File: src/rtl/gray_counter.sv
// Up/down binary counter with registered Gray-coded output and wrap pulse.
// Optional registered binary output bin_out when GRAY_CNT_BIN_OUT_EN is defined.
module gray_counter #(
   parameter int WIDTH    = 4,
   parameter int SATURATE = 0
) (
   input  logic             clk,
   input  logic             rst,
   input  logic             en,
   input  logic             up,
   input  logic             load,
   input  logic [WIDTH-1:0] load_val,
   output logic [WIDTH-1:0] gray_out,
`ifdef GRAY_CNT_BIN_OUT_EN
   output logic             wrap,
   output logic [WIDTH-1:0] bin_out
`else
   output logic             wrap
`endif
);

   localparam bit SAT = (SATURATE != 0);

   logic [WIDTH-1:0] bin;
   logic [WIDTH-1:0] bin_nxt;
   logic [WIDTH-1:0] load_bin;
   logic [WIDTH-1:0] step_bin;
   logic             end_hit;
   logic             wrap_nxt;

   // Gray -> binary conversion of the load value, MSB first
   always_comb begin
      load_bin = '0;
      load_bin[WIDTH-1] = load_val[WIDTH-1];
      for (int i = WIDTH - 2; i >= 0; i--) begin
         load_bin[i] = load_bin[i+1] ^ load_val[i];
      end
   end

   assign step_bin = up ? bin + WIDTH'(1) : bin - WIDTH'(1);
   assign end_hit  = up ? (&bin) : ~(|bin);

   // Next binary state and wrap; load beats en, saturation holds at the ends
   always_comb begin
      bin_nxt  = bin;
      wrap_nxt = 1'b0;
      if (load) begin
         bin_nxt = load_bin;
      end else if (en) begin
         if (end_hit && SAT) begin
            bin_nxt = bin;
         end else begin
            bin_nxt  = step_bin;
            wrap_nxt = end_hit;
         end
      end
   end

   // State, Gray output and wrap pulse all registered together
   always_ff @(posedge clk) begin
      if (rst) begin
         bin      <= '0;
         gray_out <= '0;
         wrap     <= 1'b0;
      end else begin
         bin      <= bin_nxt;
         gray_out <= bin_nxt ^ (bin_nxt >> 1);
         wrap     <= wrap_nxt;
      end
   end

`ifdef GRAY_CNT_BIN_OUT_EN
   assign bin_out = bin;
`endif

endmodule

File: config.mk
export PLATFORM = sky130hd
export DESIGN_NAME = gray_counter
export DESIGN_NICKNAME = d
export VERILOG_FILES = /design/src/rtl/gray_counter.sv
export SDC_FILE = /design/constraint.sdc
export NUM_CORES = 1
export LEC_CHECK = 0
export ABC_AREA = 0
export CELL_PAD_IN_SITES_DETAIL_PLACEMENT = 1
export CELL_PAD_IN_SITES_GLOBAL_PLACEMENT = 1
export CORE_UTILIZATION = 34
export CTS_CLUSTER_SIZE = 16
export DETAILED_ROUTE_END_ITERATION = 12
export PLACE_DENSITY_LB_ADDON = 0.1
export SLEW_MARGIN = 40
export SYNTH_ARGS = -nofsm -noshare
export SYNTH_HDL_FRONTEND = slang
export SYNTH_SLANG_ARGS = --single-unit
File: constraint.sdc
create_clock -name clk -period 2.3 [get_ports clk]
set_clock_uncertainty 0.05 [all_clocks]
set_input_delay 0.69 -clock clk [delete_from_list [all_inputs] [get_ports clk]]
set_output_delay 0.69 -clock clk [all_outputs]
set_load 0.005 [all_outputs]
---- Word-level counts from Yosys, hierarchy flattened ----
Cells that the tools add are included.
cells by class
  $add $sub $neg .......................... 2
  muxes and demuxes ....................... 4
  bitwise logic cells ..................... 6
  reduce and logical (&&, ||, !) cells .... 3
operator list
  cell                                                                 count
  4-bit 2-to-1 mux                                                     3
  4-bit by 1-bit adder with 4-bit output (second input constant)       1
  4-bit AND reduction                                                  1
  4-bit OR reduction                                                   1
  4-bit by 1-bit subtractor with 4-bit output (second input constant)  1
  4-bit by 3-bit XOR with 4-bit output                                 1
  3-bit OR reduction                                                   1
  1-bit XOR                                                            3
  1-bit NOT                                                            2
  1-bit 2-to-1 mux                                                     1
word-level totals
  flip-flop bits (word level) ............. 9
  input bits .............................. 9
  output and inout port bits .............. 5
  logic and storage cells ................. 18

---- Longest topological paths before layout ----
  depth after elaboration ................. 5
  gate-level depth with buffers ........... 6
  mapped depth without buffers ............ 6

---- Worst setup path before layout ----
OpenSTA, ideal clock, no wires.
  kind .................................... input to register
  start point ............................. in up
  end point ............................... reg gray_out[2]
  library setup time ...................... 121 ps
  arrival ................................. 1971 ps
  required time ........................... 2129 ps
  setup slack ............................. 158 ps
  cell stages on the path ................. 5
  path buffers ............................ 0
  cells stage by stage .................... fa_1 > xnor2_1 > a211o_1 > and3_1 > mux2_4
between the ends
  word-level cells in the longest chain between the ends .. 4
ends and longest elaborated chain
  item                                  RTL line  source
  start: declaration                    10        input logic up,
  4-bit 2-to-1 mux                      40        assign step_bin = up ? bin + WIDTH'(1) : bin - WIDTH'(1);
  4-bit 2-to-1 mux                      49        end else if (en) begin
  4-bit 2-to-1 mux                      47        if (load) begin
  4-bit by 3-bit XOR with 4-bit output  67        gray_out <= bin_nxt ^ (bin_nxt >> 1);
  end signal: assignment                67
  end: declaration                      13        output logic [WIDTH-1:0] gray_out,
No other way between the ends.
A chain may end at the register's enable or synchronous reset.

---- Final worst setup path ----
Same ends and word-level chain as after synthesis.

==> key figures <==
Run status
  – Run status: complete, no violations

Floorplanning
  – Placeable Area: ~1500 µm²
  – Num ports: 14
  – Full die area: 1780 µm²
  – Die W: about 42 µm
  – Chip height: 42.2 µm
  – Site row count: 14
  – Initial Utilization: a little over a third

Run
  – Max Cap Viol: 0

Clock tree
  – Clock Path Buffers: 2
  – TritonCTS clock tree: yes
  – Cts hold-fix bufs: 0
  – Worst skew pair latency: about 0.26 ns
  – Sink Count: 8
  – Root Driver: clkbuf_4
  – CTS buffer count: 3
  – H-tree depth: 1
  – Reg clk slew, reported paths: approximately 0.050 ns

Setup path
  – R2R Setup Slk: 0.25 ns
  – Type of origin of the critical path: primary input
  – Max incr delay on CP: 0.32 ns
  – Crit path cell chain: clkbuf_2, inv_1, ha_1, a21o_1, a221oi_2, nor3_2, buf_4, mux2_4
  – Crit. End Element: register
  – Largest fanout on the critical path: 4
  – Critical Path RT: about 2.4 ns
  – Critical-path top delay cell: ha_1
  – CP arrival: roughly 2.2 ns
  – Worst Path Class, Setup: primary input to register

Finish
  – End-of-flow core utilization: 51.5%
  – ANT cells: 0
  – Most common cell after layout, fill and taps aside: clkdlybuf4s50_1
  – Area delta synth->final: 41.2%
  – Commonest cells after routing, fill and taps aside: clkdlybuf4s50_1, dfxtp_1, buf_4, inv_1
  – Final non-filler cell area: 776 µm²
  – Final #Nets: 94
  – Fill count: 182
  – Share of layout cells above drive strength 1: 21.3%
  – FF/Latch Area: about 160 µm²
  – Multi-input gate area: 372 µm²

Synthesis
  – Yosys warning count: 0
  – Post-Syn Area: roughly 550 µm²
  – Seq/Total Area, Yosys: between 20% and 30%
  – Synth cell types: 33
  – Synth Register Bits: 8
  – Mean post-synth cell area: approximately 9.2 µm²
  – Syn nets: between 70 and 80
  – Synth Instances: 60

Routing
  – Via count: roughly 500
  – Final ANT Viol Nets: 0
  – M1 WL: around 630 µm
  – Avg Vias per Cell: roughly 5.3
  – Met3 wire len: 54 µm
  – DRT Wirelength: 1390 µm
  – Routed wl met2: 698 µm
  – Routed wire length per instance: about 15 µm
  – DRT Pass-1 Iters: 6
  – Top sig layer: met4
  – Residual DRC: 0
  – DRT iter0 DRCs: 5

GRT
  – First-pass GRT wire length: 2370 µm
  – Global Route Usage Sum: between 15 and 20%
  – Initial antenna violation count: 0
  – Vias in the first global route: 560
  – Total grt overflow: 0
  – Largest net degree at the start of global routing: 14

Hold path
  – Hold Path Class: register to register

STA
  – Final WS setup: ~0.21 ns
  – Final hold slack: around 0.7 ns
  – Worst rel slew slack: 79.6%
  – Crit share post-route: around nine tenths
  – Setup_tns: 0 ns
  – Worst-margin pin slew: between 0.3 and 0.4 ns
  – Minimum clock period: 2.09 ns
  – Final Hold Viols: 0
  – Max Slew Vio Count: 0
  – RSZ-0062 raised after global routing: no
  – Final Setup Violations: 0
  – Fmax: 480 MHz

Pwr
  – Peak supply drop: between 0.3 and 0.4 mV
  – Static leakage power: between 0.3 and 0.4 nW
  – Cell Pwr Density: 571 nW/µm²

Place
  – Port Buffer Count: 13
  – Placer Congestion: approximately 0.75
  – Final HPWL DP: 1040 µm
  – Placement Cell Area: around 730 µm²
  – Pre-CTS setup slack: -0.480 ns
==> area by class of cell <==
cell class                      count  share of cell area, %
Sequential cell                     8                   20.6
Clock buffer                        3                   2.90
Multi-Input combinational cell     44                   47.9
Timing Repair Buffer               20                   23.5
Tap cell                           16                   2.58
Inverter                            5                   2.42
==> flip-flops by register name, summed over array words and instances, names as in the netlist <==
signal	cells
gray_out	4
wrap	1
bin	3
==> Yosys cell counts, drive strengths merged <==
cell type,instances,area (µm²)
a211o,1,8.76
a211oi,3,22.5
a21o,1,7.51
a21oi,3,15.0
a221oi,1,15.0
a22o,1,8.76
a2bb2oi,1,8.76
and2,1,6.26
and3,2,12.5
and4,1,8.76
buf,3,20.0
dfxtp,8,160
fa,1,20.0
ha,2,25.0
inv,5,18.8
mux2,2,26.3
nand2,1,3.75
nand2b,1,6.26
nand3,2,10.0
nand3b,1,7.51
nor2,4,15.0
nor2b,1,6.26
nor3,1,5.00
nor3b,1,7.51
nor4bb,1,10.0
o211a,1,10.0
o21ai,1,5.00
or4,1,7.51
or4b,1,10.0
xnor2,4,35.0
xor2,3,26.3
==> through the flow <==
stage | instances | power [mW]
after floorplan | 60 | 0.263
after global placement | 93 | 0.328
after detailed placement | 93 | 0.331
after CTS | 96 | 0.443
after global routing | 96 | 0.471
final | 96 | 0.443
==> path summary, 6_finish.rpt <==
check | from | end | depth (start not counted)
worst min register to register | bin[1]$_SDFF_PP0_ | wrap$_SDFF_PP0_ | 3
worst max register to register | bin[0]$_SDFF_PP0_ | gray_out[2]$_SDFF_PP0_ | 6
worst max-delay path | up | gray_out[2]$_SDFF_PP0_ | 8
worst min-delay path | bin[1]$_SDFF_PP0_ | wrap$_SDFF_PP0_ | 3
==> cells by family after synthesis <==
kind of cell	Yosys count	synth area share [%]
and+or+nand+nor	19	21.2
AOI/OAI and AO/OA	13	18.4
adders and majority gates	3	8.20
xor gates and xnor gates	7	11.2
DFF	8	29.2
buffers and inverters	8	7.06
muxes	2	4.78
==> critical path: cells and delay by family <==
kind | cells | cell delay, ns
multiplexers | 1 | 0.28
AO/OA/AOI/OAI | 2 | 0.45
AND/OR/NAND/NOR | 1 | 0.07
buffers and inverters | 3 | 0.36
adder cells (fa/ha/maj) | 1 | 0.32
==> layer usage <==
layer / GRT usage (%) / vias up
met4: 3.75 / 0
met2: 31.1 / 10
met5: 0 / -
met3: 6.47 / 2
li1: - / 256
met1: 20.8 / 245
==> report_power, final <==
part / internal [mW] / switching (mW)
clock network: 0.0598 / 0.0487
logic: 0.0958 / 0.0703
registers: 0.155 / 0.0139
total: 0.310 / 0.133
==> what timing repair did <==
| item | in CTS | in global routing |
|---|---|---|
| endpoints found under the hold margin | 0 | 0 |
| pin swaps | 0 | 1 |
| resized for setup | 1 | 7 |
| buffers inserted | 0 | 0 |
| endpoints found under the setup margin | 1 | 1 |
Power figures use the tool's default switching activity.
